===== src/rtl/fpga_cfg_pkg.sv =====
// Shared constants and types for the fabric configuration loader.
//   CFG_W / field offsets : layout of the 116-bit program word
//   SYNC_BYTE, TIMEOUT    : framing parameters
//   cfg_state_t           : loader FSM states
//   err_code_t            : rejected-frame reason codes
//   cfg_word_t            : program word split into switch/connect/logic fields
package fpga_cfg_pkg;

    localparam int unsigned CFG_W     = 116;
    localparam int unsigned SW_LSB    = 52;
    localparam int unsigned CN_LSB    = 20;
    localparam int unsigned LG_LSB    = 0;
    localparam logic [7:0]  SYNC_BYTE = 8'hA5;
    localparam int unsigned TIMEOUT   = 1024;

    localparam int unsigned NBYTES = (CFG_W + 7) / 8;
    localparam int unsigned PAD    = NBYTES * 8 - CFG_W;
    localparam int unsigned SH_W   = NBYTES * 8;
    localparam int unsigned CNT_W  = $clog2(NBYTES + 1);

    typedef enum logic [1:0] {
        IDLE    = 2'd0,
        PAYLOAD = 2'd1,
        CSUM    = 2'd2,
        COMMIT  = 2'd3
    } cfg_state_t;

    typedef enum logic [1:0] {
        ERR_NONE    = 2'b00,
        ERR_CSUM    = 2'b01,
        ERR_PAD     = 2'b10,
        ERR_TIMEOUT = 2'b11
    } err_code_t;

    typedef struct packed {
        logic [CFG_W-SW_LSB-1:0]  sw;
        logic [SW_LSB-CN_LSB-1:0] cn;
        logic [CN_LSB-LG_LSB-1:0] lg;
    } cfg_word_t;

endpackage


===== src/rtl/fpga_config_loader_cfg_idle_timer.sv =====
// Inter-byte idle timer for the configuration loader.
//   i_clk, i_rst_n : clock, async active-low reset
//   i_run          : frame in progress (timer counts only while high)
//   i_clear        : byte transfer this cycle; restarts the idle count
//   o_expired_c    : combinational; idle limit reached with no transfer this cycle
module cfg_idle_timer
    import fpga_cfg_pkg::*;
#(
    parameter int unsigned TIMEOUT_CYC = TIMEOUT
) (
    input  logic i_clk,
    input  logic i_rst_n,
    input  logic i_run,
    input  logic i_clear,
    output logic o_expired_c
);

    localparam int unsigned TW = $clog2(TIMEOUT_CYC);

    logic [TW-1:0] r_timer;

    // A transfer in the final cycle wins over expiry.
    assign o_expired_c = i_run && !i_clear && (r_timer == TW'(TIMEOUT_CYC - 1));

    // Idle cycle counter; held at zero outside a frame.
    always_ff @(posedge i_clk or negedge i_rst_n) begin
        if (!i_rst_n) begin
            r_timer <= '0;
        end else if (!i_run || i_clear) begin
            r_timer <= '0;
        end else if (!o_expired_c) begin
            r_timer <= r_timer + 1'b1;
        end
    end

endmodule


===== src/rtl/fpga_config_loader.sv =====
// Builds the fabric program word from a framed host byte stream.
// Frame: SYNC_BYTE, NBYTES payload bytes (MSB first), XOR checksum byte.
//   i_clk, i_rst_n   : clock, async active-low reset
//   i_in_data/valid  : byte stream input; o_in_ready accepts it
//   i_cfg_abort      : synchronous abort of the frame in progress
//   o_prog_out       : committed program word (fabric prog_in)
//   o_cfg_valid      : sticky, at least one good frame committed
//   o_cfg_done/err   : one-cycle commit / reject pulses
//   o_err_code       : reason of last reject, cleared on next SYNC
//   o_busy           : FSM not idle
module fpga_config_loader
    import fpga_cfg_pkg::*;
(
    input  logic             i_clk,
    input  logic             i_rst_n,
    input  logic [7:0]       i_in_data,
    input  logic             i_in_valid,
    output logic             o_in_ready,
    input  logic             i_cfg_abort,
    output logic [CFG_W-1:0] o_prog_out,
    output logic             o_cfg_valid,
    output logic             o_cfg_done,
    output logic             o_cfg_err,
    output logic [1:0]       o_err_code,
    output logic             o_busy
);

    cfg_state_t       r_state;
    cfg_state_t       w_state_nxt;
    logic [SH_W-1:0]  r_shadow;
    logic [CNT_W-1:0] r_cnt;
    logic [7:0]       r_csum;
    cfg_word_t        r_prog;
    logic             r_cfg_valid;
    logic             r_cfg_done;
    logic             r_cfg_err;
    err_code_t        r_err_code;
    logic             r_in_ready;
    logic             r_busy;

    logic             w_xfer;
    logic             w_expired;
    logic             w_start;
    logic             w_shift;
    logic             w_commit;
    logic             w_err;
    err_code_t        w_err_val;

    assign w_xfer      = i_in_valid && r_in_ready;
    assign o_in_ready  = r_in_ready;
    assign o_prog_out  = r_prog;
    assign o_cfg_valid = r_cfg_valid;
    assign o_cfg_done  = r_cfg_done;
    assign o_cfg_err   = r_cfg_err;
    assign o_err_code  = r_err_code;
    assign o_busy      = r_busy;

    cfg_idle_timer #(
        .TIMEOUT_CYC (TIMEOUT)
    ) u_idle_timer (
        .i_clk       (i_clk),
        .i_rst_n     (i_rst_n),
        .i_run       ((r_state == PAYLOAD) || (r_state == CSUM)),
        .i_clear     (w_xfer),
        .o_expired_c (w_expired)
    );

    // State register.
    always_ff @(posedge i_clk or negedge i_rst_n) begin
        if (!i_rst_n) begin
            r_state <= IDLE;
        end else begin
            r_state <= w_state_nxt;
        end
    end

    // Next state and per-cycle actions; abort overrides everything.
    always_comb begin
        w_state_nxt = r_state;
        w_start     = 1'b0;
        w_shift     = 1'b0;
        w_commit    = 1'b0;
        w_err       = 1'b0;
        w_err_val   = ERR_NONE;
        if (i_cfg_abort) begin
            w_state_nxt = IDLE;
        end else begin
            case (r_state)
                IDLE: begin
                    if (w_xfer && (i_in_data == SYNC_BYTE)) begin
                        w_start     = 1'b1;
                        w_state_nxt = PAYLOAD;
                    end
                end
                PAYLOAD: begin
                    if (w_xfer) begin
                        w_shift = 1'b1;
                        if (r_cnt == CNT_W'(NBYTES - 1)) begin
                            w_state_nxt = CSUM;
                        end
                    end else if (w_expired) begin
                        w_err       = 1'b1;
                        w_err_val   = ERR_TIMEOUT;
                        w_state_nxt = IDLE;
                    end
                end
                CSUM: begin
                    if (w_xfer) begin
                        if (i_in_data != r_csum) begin
                            w_err       = 1'b1;
                            w_err_val   = ERR_CSUM;
                            w_state_nxt = IDLE;
                        end else if (r_shadow[SH_W-1:CFG_W] != '0) begin
                            w_err       = 1'b1;
                            w_err_val   = ERR_PAD;
                            w_state_nxt = IDLE;
                        end else begin
                            w_commit    = 1'b1;
                            w_state_nxt = COMMIT;
                        end
                    end else if (w_expired) begin
                        w_err       = 1'b1;
                        w_err_val   = ERR_TIMEOUT;
                        w_state_nxt = IDLE;
                    end
                end
                COMMIT: begin
                    w_state_nxt = IDLE;
                end
                default: begin
                    w_state_nxt = IDLE;
                end
            endcase
        end
    end

    // Shadow word, byte count and running checksum.
    always_ff @(posedge i_clk or negedge i_rst_n) begin
        if (!i_rst_n) begin
            r_shadow <= '0;
            r_cnt    <= '0;
            r_csum   <= '0;
        end else if (w_start) begin
            r_shadow <= '0;
            r_cnt    <= '0;
            r_csum   <= '0;
        end else if (w_shift) begin
            r_shadow <= {r_shadow[SH_W-9:0], i_in_data};
            r_cnt    <= r_cnt + 1'b1;
            r_csum   <= r_csum ^ i_in_data;
        end
    end

    // Outputs; program word loads on the checksum edge so it is visible during COMMIT.
    always_ff @(posedge i_clk or negedge i_rst_n) begin
        if (!i_rst_n) begin
            r_prog      <= '0;
            r_cfg_valid <= 1'b0;
            r_cfg_done  <= 1'b0;
            r_cfg_err   <= 1'b0;
            r_err_code  <= ERR_NONE;
            r_in_ready  <= 1'b1;
            r_busy      <= 1'b0;
        end else begin
            r_cfg_done <= w_commit;
            r_cfg_err  <= w_err;
            r_in_ready <= (w_state_nxt != COMMIT);
            r_busy     <= (w_state_nxt != IDLE);
            if (w_commit) begin
                r_prog      <= cfg_word_t'(r_shadow[CFG_W-1:0]);
                r_cfg_valid <= 1'b1;
            end
            if (w_start) begin
                r_err_code <= ERR_NONE;
            end else if (w_err) begin
                r_err_code <= w_err_val;
            end
        end
    end

endmodule


===== config.mk =====
export PLATFORM = sky130hd
export DESIGN_NAME = fpga_config_loader
export DESIGN_NICKNAME = d
export VERILOG_FILES = /design/src/rtl/fpga_cfg_pkg.sv /design/src/rtl/fpga_config_loader_cfg_idle_timer.sv /design/src/rtl/fpga_config_loader.sv
export SDC_FILE = /design/constraint.sdc
export NUM_CORES = 1
export LEC_CHECK = 0
export CORE_MARGIN = 4
export CORE_UTILIZATION = 50
export CTS_CLUSTER_DIAMETER = 120
export CTS_CLUSTER_SIZE = 16
export DETAILED_ROUTE_END_ITERATION = 10
export PLACE_DENSITY = 0.73
export SLEW_MARGIN = 5
export SYNTH_ARGS = -nofsm -noshare
export SYNTH_HDL_FRONTEND = slang
export SYNTH_SLANG_ARGS = --single-unit

===== constraint.sdc =====
create_clock -name i_clk -period 3.1 [get_ports i_clk]
set_clock_uncertainty 0.1 [all_clocks]
set_input_delay 0.93 -clock i_clk [delete_from_list [all_inputs] [get_ports i_clk]]
set_output_delay 0.93 -clock i_clk [all_outputs]
set_load 0.03 [all_outputs]

---- Yosys cells after proc, flatten, opt, wreduce, memory -nomap -nowiden ----
Cells that the tools add are included.
storage, ports and cells
  register bits ........................... 267
  latch bits .............................. 0
  bits in writable memories ............... 0
  bits in read-only memories .............. 0
  input port bits ......................... 12
  output and inout port bits .............. 123
  logic and storage cells ................. 83
  memories ................................ 0
operators by class
  $add $sub $neg .......................... 2
  $mul .................................... 0
  div/mod/pow operators ................... 0
  magnitude comparators ................... 0
  equality and inequality tests ........... 9
  shifts and indexed selects .............. 0
  multiplexer cells ....................... 44
  bitwise operators ....................... 1
  reduce and logical (&&, ||, !) cells .... 13
operators with widths
  kind                     number
  $mux W120                2
  $mux W2                  16
  $mux W10                 2
  $mux W1                  17
  $mux W8                  2
  $add A10 B1 Y10 const B  1
  $eq A10 B10 Y1 const B   1
  $eq A8 B8 Y1 const B     1
  $mux W4                  2
  $ne A8 B8 Y1             1
  $pmux W2 S4              1
  $xor A8 B8 Y8            1
  $reduce_bool A2 Y1       3
  $add A4 B1 Y4 const B    1
  $eq A2 B2 Y1 const B     2
  $eq A4 B4 Y1 const B     1
  $logic_and A1 B1 Y1      4
  $ne A2 B2 Y1 const B     2
  $pmux W2 S2              1
  $reduce_bool A4 Y1       1
  $eq A2 B1 Y1 const B     1
  $logic_not A1 Y1         2
  $logic_not A2 Y1         1
  $logic_or A1 B1 Y1       2
  $pmux W1 S2              1

---- Logic depth before layout (Yosys ltp) ----
  word-level depth ........................ 10
  mapped depth ............................ 9
  gate-level depth less buffers ........... 8

---- By module ----
A second synthesis with hierarchy kept.
unflattened totals
  cells, all modules ...................... 936
  area, all modules ....................... 10,734.0 µm²
modules (own cells, without submodules)
  module              instances  cells each  area each (µm²)  sequential area each (µm²)
  fpga_config_loader  1          883         10,173.5         6,432.4
  cfg_idle_timer      1          53          560.5            250.2

---- Least setup slack after synthesis ----
Ideal clock, no wire load.
  path type ............................... input -> register
  from .................................... in i_in_data[0]
  to ...................................... reg r_prog, in the netlist o_prog_out[107]
  library setup time ...................... 0.127 ns
  arrival ................................. 2.634 ns
  required time ........................... 2.873 ns
  setup slack ............................. 0.239 ns
  stages .................................. 8
  buffers on the path ..................... 3
  cells stage by stage .................... xnor2_1 -> nand4_1 -> or4_4 -> nor3_2 -> buf_4 -> buf_8 -> buf_8 -> mux2_1
on the way
  longest elaborated chain between the ends .. 5
ends and longest elaborated chain
  what                    RTL line                   text
  start: declaration      fpga_config_loader.sv:16   input logic [7:0] i_in_data,
  $ne A8 B8 Y1            fpga_config_loader.sv:109  if (i_in_data != r_csum) begin
  $mux W1                 fpga_config_loader.sv:109
  $mux W1                 fpga_config_loader.sv:108  if (w_xfer) begin
  $mux W1                 fpga_config_loader.sv:88   case (r_state)
  $mux W1                 fpga_config_loader.sv:85   if (i_cfg_abort) begin
  named net w_commit      fpga_config_loader.sv:45   logic w_commit;
  end signal: assignment  fpga_config_loader.sv:170  r_prog <= cfg_word_t'(r_shadow[CFG_W-1:0]);
  end: declaration        fpga_config_loader.sv:33   cfg_word_t r_prog;
The timed path passes the listed nets, and every way through them passes these cells.
A chain may end at the register's enable or synchronous reset.

---- Final worst setup path ----
  from .................................... in i_in_data[4]
  to ...................................... reg r_prog, in the netlist o_prog_out[64]
on the way
  longest elaborated chain between the ends .. 5
ends and longest elaborated chain
  what          RTL line
  $ne A8 B8 Y1  fpga_config_loader.sv:109
  $mux W1       fpga_config_loader.sv:109
  $mux W1       fpga_config_loader.sv:108
  $mux W1       fpga_config_loader.sv:88
  $mux W1       fpga_config_loader.sv:85
Every way passes these cells.

==> impl_results.html <==
<table>
<tr><th>Metric</th><th>Value</th></tr>
<tr><th colspan="2">Global route</th></tr>
<tr><td>Largest net degree at the start of global routing</td><td>76</td></tr>
<tr><td>Global routing usage summed across all routing layers</td><td>20.31%</td></tr>
<tr><td>Via count of the first global-routing pass</td><td>~7500</td></tr>
<tr><td>Global route total overflow</td><td>0</td></tr>
<tr><td>Initial antenna violation count</td><td>0</td></tr>
<tr><td>Wire length of the first global-routing pass</td><td>between 40 and 50 mm</td></tr>
<tr><th colspan="2">Yosys</th></tr>
<tr><td>Register bit total from synthesis</td><td>approximately 270</td></tr>
<tr><td>Post-Syn Instances</td><td>between 900 and 1000</td></tr>
<tr><td>Yosys warning count</td><td>0</td></tr>
<tr><td>Synth Cell Area</td><td>approximately 11000 um2</td></tr>
<tr><td>Number of distinct library cell variants in the gate-level netlist after synthesis</td><td>41</td></tr>
<tr><td>Proportion of synthesized chip area in sequential cells</td><td>62.31%</td></tr>
<tr><td>FFs w/ async S/R, synth</td><td>between 90% and 100%</td></tr>
<tr><td>Mean instance size in the synthesized netlist</td><td>roughly 11 um2</td></tr>
<tr><td>Net count of the mapped netlist</td><td>960</td></tr>
<tr><td>Number of flops mapped to enable cells by yosys</td><td>0</td></tr>
<tr><td>Most used DFF post-synth</td><td>sky130_fd_sc_hd__dfrtp_1</td></tr>
<tr><th colspan="2">Cells and area</th></tr>
<tr><td>Filler instances</td><td>about 1700</td></tr>
<tr><td>Area taken by flip-flops and latches</td><td>~6700 um2</td></tr>
<tr><td>Area growth from synthesis to layout</td><td>24.68%</td></tr>
<tr><td>Final net count</td><td>1112</td></tr>
<tr><td>Total area of multi-input combinational cells</td><td>about 3800 um2</td></tr>
<tr><td>Fraction of layout instances using a drive strength above 1</td><td>roughly 18%</td></tr>
<tr><td>Core occupancy in the finished layout</td><td>63.42%</td></tr>
<tr><td>Antenna cell count</td><td>0</td></tr>
<tr><th colspan="2">Setup path</th></tr>
<tr><td>Cell mode on critical path</td><td>sky130_fd_sc_hd__buf_12</td></tr>
<tr><td>Capturing point of the worst reg2reg path</td><td>o_prog_out[64]$_DFFE_PN0P_</td></tr>
<tr><td>Worst setup path class</td><td>in2reg</td></tr>
<tr><td>Minimum setup slack among reg-to-reg paths</td><td>450 ps</td></tr>
<tr><td>Crit path largest cell delay</td><td>around 530 ps</td></tr>
<tr><td>Worst setup EP type</td><td>flop</td></tr>
<tr><td>WP depth</td><td>8</td></tr>
<tr><td>Series of cell instances along the critical path</td><td>clkdlybuf4s50_1 -&gt; xnor2_1 -&gt; nand4_1 -&gt; or4_4 -&gt; nor3_4 -&gt; buf_12 -&gt; buf_12 -&gt; mux2_2</td></tr>
<tr><td>Required time at the endpoint of the critical path</td><td>approximately 3400 ps</td></tr>
<tr><td>Critical Path Source Type</td><td>primary input</td></tr>
<tr><td>Arrival @ worst endpoint</td><td>approximately 3200 ps</td></tr>
<tr><td>Cell family contributing the most delay on the critical path</td><td>buffers and inverters</td></tr>
<tr><td>Cells on worst reg2reg path</td><td>8</td></tr>
<tr><td>Launching instance or port of the critical path</td><td>i_in_data[4]</td></tr>
<tr><td>CP endpoint</td><td>o_prog_out[64]$_DFFE_PN0P_</td></tr>
<tr><td>Largest fanout of any net on the critical path</td><td>26</td></tr>
<tr><td>CP max stage cell</td><td>sky130_fd_sc_hd__or4_4</td></tr>
<tr><td>Startpoint of the worst-slack reg-to-reg timing path</td><td>r_state[0]$_DFF_PN0_</td></tr>
<tr><td>Buf/Inv on CP</td><td>3</td></tr>
<tr><th colspan="2">Run</th></tr>
<tr><td>Max capacitance violation total</td><td>0</td></tr>
<tr><th colspan="2">Floorplan</th></tr>
<tr><td>Starting Density</td><td>approximately half</td></tr>
<tr><td>Top Ports</td><td>roughly 140</td></tr>
<tr><td>Core Region</td><td>21090 um2</td></tr>
<tr><td>Area of the die</td><td>around 24000 um2</td></tr>
<tr><td>Y dimension of the die</td><td>~150 um</td></tr>
<tr><td>Row count</td><td>between 50 and 60</td></tr>
<tr><td>Width of the die</td><td>roughly 150 um</td></tr>
<tr><th colspan="2">Clock tree</th></tr>
<tr><td>CTS clock-pin slew for the worst setup and hold paths</td><td>about 70 ps</td></tr>
<tr><td>Post-CTS setup-driven buffer insertion count</td><td>0</td></tr>
<tr><td>Buffers from clock root to sink, at most</td><td>3</td></tr>
<tr><td>H-Tree Level Count</td><td>1</td></tr>
<tr><td>Total clock sinks</td><td>267</td></tr>
<tr><td>Number of buffers inserted during clock tree synthesis</td><td>20</td></tr>
<tr><td>TritonCTS clock tree</td><td>yes</td></tr>
<tr><td>Root Buffer</td><td>sky130_fd_sc_hd__clkbuf_16</td></tr>
<tr><td>Insertion delay to the later sink of the worst-skew pair</td><td>roughly 500 ps</td></tr>
<tr><td>Quantity of gates resized following cts</td><td>0</td></tr>
<tr><td>Hold buffer count at cts</td><td>0</td></tr>
<tr><th colspan="2">Power and ir drop</th></tr>
<tr><td>Switching share of total power</td><td>around 21%</td></tr>
<tr><td>Leakage power</td><td>between 0.006 and 0.007 uW</td></tr>
<tr><td>Peak supply drop</td><td>approximately 0.32 mV</td></tr>
<tr><td>Relative contribution of the clock network to total power</td><td>between 30 and 40%</td></tr>
<tr><td>Proportion of power drawn by flip-flops and latches</td><td>roughly 58%</td></tr>
<tr><td>Switching power summed over all nets</td><td>around 1300 uW</td></tr>
<tr><td>Power Dens Cells</td><td>between 400 and 500 nW/um2</td></tr>
<tr><td>Internal cell power</td><td>around 4800 uW</td></tr>
<tr><td>Combinational fraction of design power</td><td>~2.4%</td></tr>
<tr><th colspan="2">STA</th></tr>
<tr><td>Fin crit share</td><td>a little over nine tenths</td></tr>
<tr><td>Final Max Tran Viols</td><td>0</td></tr>
<tr><td>Setup repair after global routing missed its margin</td><td>false</td></tr>
<tr><td>Relative max-transition margin</td><td>61.23%</td></tr>
<tr><td>Max Freq</td><td>341.8 MHz</td></tr>
<tr><td>Smallest hold slack</td><td>about 300 ps</td></tr>
<tr><td>Final hold violations</td><td>0</td></tr>
<tr><td>Minimum clock period after layout</td><td>about 2900 ps</td></tr>
<tr><td>Worst slew pin tran</td><td>just under 600 ps</td></tr>
<tr><td>Total setup violations reported at the end of the flow</td><td>0</td></tr>
<tr><th colspan="2">Routing</th></tr>
<tr><td>Remaining design rule violation count</td><td>0</td></tr>
<tr><td>Starting DRC count in detailed routing</td><td>~570</td></tr>
<tr><td>Via density per instance</td><td>approximately 5.4</td></tr>
<tr><td>Average wire per cell in the routed design</td><td>between 15 and 20 um</td></tr>
<tr><td>Post-route antenna net violation count</td><td>0</td></tr>
<tr><td>Via count</td><td>7399</td></tr>
<tr><td>First-pass iteration count of the detailed router</td><td>4</td></tr>
<tr><td>Final routed wirelength across all metal layers</td><td>between 20 and 25 mm</td></tr>
<tr><th colspan="2">Worst hold path</th></tr>
<tr><td>Path category of the worst min-delay check</td><td>in2async</td></tr>
<tr><th colspan="2">Placed design</th></tr>
<tr><td>Input/output buffers</td><td>between 100 and 150</td></tr>
<tr><td>Placer Congestion</td><td>between 0.8 and 0.9</td></tr>
<tr><td>DP HPWL</td><td>roughly 16 mm</td></tr>
<tr><th colspan="2">Outcome</th></tr>
<tr><td>Result of the run</td><td>finished, final reports clean</td></tr>
</table>
-- state kept, by name, indices dropped and copies added, names as in the netlist, 2 cells and up --
name	count
o_prog_out	116
r_state	2
r_shadow	120
r_csum	8
u_idle_timer.r_timer	10
r_cnt	4
o_err_code	2
-- worst min path at each step --
stage,start,end,slack [ps],cells past startpoint
4_1_cts,i_rst_n,u_idle_timer.r_timer[1]$_DFFE_PN0P_,330,1
3_5_place_dp,o_prog_out[114]$_DFFE_PN0P_,o_prog_out[114]$_DFFE_PN0P_,380,1
2_1_floorplan,u_idle_timer.r_timer[8]$_DFFE_PN0P_,u_idle_timer.r_timer[8]$_DFFE_PN0P_,350,1
5_1_grt,i_rst_n,u_idle_timer.r_timer[1]$_DFFE_PN0P_,340,1
3_3_place_gp,u_idle_timer.r_timer[8]$_DFFE_PN0P_,u_idle_timer.r_timer[8]$_DFFE_PN0P_,370,1
6_report,i_rst_n,u_idle_timer.r_timer[1]$_DFFE_PN0P_,300,1
-- metal layers --
| layer | part of all wire, % | GRT usage (%) | up-vias |
|---|---|---|---|
| met5 | 0 | 0 | - |
| met4 | 1.6 | 3.701 | 0 |
| met3 | 4.7 | 3.050 | 30 |
| met2 | 48 | 32.09 | 183 |
| met1 | 45 | 30.56 | 3740 |
| li1 | - | - | 3446 |
-- final cells by class --
class,count,share of cell area (%)
inverters,7,0.1965
repair buffers,186,14.95
multi-input cells,611,28.13
clock buffers,28,4.126
well taps,275,2.573
flip-flops and latches,267,49.97
clock inverters,1,0.05614
-- placed cells by master, fill, tap and decap left out, types with 2 or more instances in the layout --
cell                              netlist  layout
sky130_fd_sc_hd__a211oi_1               2       2
sky130_fd_sc_hd__a21o_1                 2       2
sky130_fd_sc_hd__a21oi_1              126     126
sky130_fd_sc_hd__and3_1                 3       2
sky130_fd_sc_hd__buf_12                 1      21
sky130_fd_sc_hd__buf_4                 10      31
sky130_fd_sc_hd__clkbuf_1              42       7
sky130_fd_sc_hd__clkbuf_16              0      21
sky130_fd_sc_hd__clkdlybuf4s50_1        0     133
sky130_fd_sc_hd__dfrtp_1              266     266
sky130_fd_sc_hd__ha_1                   7       7
sky130_fd_sc_hd__inv_1                  7       7
sky130_fd_sc_hd__mux2_1                 8       8
sky130_fd_sc_hd__mux2_2                98      98
sky130_fd_sc_hd__mux2_4                10      10
sky130_fd_sc_hd__nand2_1              252     252
sky130_fd_sc_hd__nand2b_1               2       2
sky130_fd_sc_hd__nand3_1                8       7
sky130_fd_sc_hd__nand4_1                6       6
sky130_fd_sc_hd__nor2_1                25      24
sky130_fd_sc_hd__nor3_1                 8       8
sky130_fd_sc_hd__nor4_1                 2       2
sky130_fd_sc_hd__nor4b_1                2       2
sky130_fd_sc_hd__nor4bb_1               2       2
sky130_fd_sc_hd__o21ai_0                6       6
sky130_fd_sc_hd__or2_2                  2       2
sky130_fd_sc_hd__or3_1                  3       3
sky130_fd_sc_hd__or4_4                  2       2
sky130_fd_sc_hd__xnor2_1               13      13
sky130_fd_sc_hd__xor2_1                11      11
-- cells in the mapped netlist (all sizes together), types with 2 or more instances --
cell / instances / share of area (%)
nor4b: 2 / 0.16
nand3: 8 / 0.37
or4: 2 / 0.21
mux2: 116 / 13
clkbuf: 42 / 1.5
a21oi: 126 / 5.9
nor2: 25 / 0.87
ha: 7 / 0.82
buf: 14 / 1.2
or3: 3 / 0.18
nand4: 6 / 0.35
xnor2: 13 / 1.1
or2: 2 / 0.12
a21o: 2 / 0.14
inv: 7 / 0.25
o21ai: 6 / 0.28
nor3: 10 / 0.56
a211oi: 2 / 0.14
nor4bb: 2 / 0.19
dfrtp: 266 / 62
nor4: 2 / 0.12
nand2: 252 / 8.8
nand2b: 2 / 0.12
xor2: 11 / 0.90
and3: 3 / 0.18
-- through the flow --
stage	cell area (um2)	worst slack [ps]	std cells	setup TNS (ps)	power (uW)
3_3_place_gp	12810	-264.4	1346	-28070	3713
2_1_floorplan	10730	238.8	941	0	3590
4_1_cts	13370	162.3	1375	0	6094
3_5_place_dp	12810	-351.4	1346	-36820	3715
5_1_grt	13370	91.23	1375	0	6229
6_report	13370	174.7	1375	0	6023
-- cell families (layout without fill, tap and decap cells) --
family          after synthesis  after routing  share of synthesized area (%)
flops                       267            267                          62.31
xor+xnor                     24             24                          1.960
buf+inv                      63            222                          2.916
fa+ha+maj                     7              7                         0.8166
compound gates              144            144                          7.174
mux                         116            116                          12.53
simple gates                320            320                          12.30
-- power by group through the flow --
stage               Sequential [uW]  Combinational [uW]  Clock (uW)
floorplan                      3560                26.2           0
global placement               3570                 148           0
detailed placement             3570                 149           0
CTS                            3500                 151        2450
global route                   3500                 167        2570
finish                         3500                 144        2380
(Power assumes the default switching activity.)
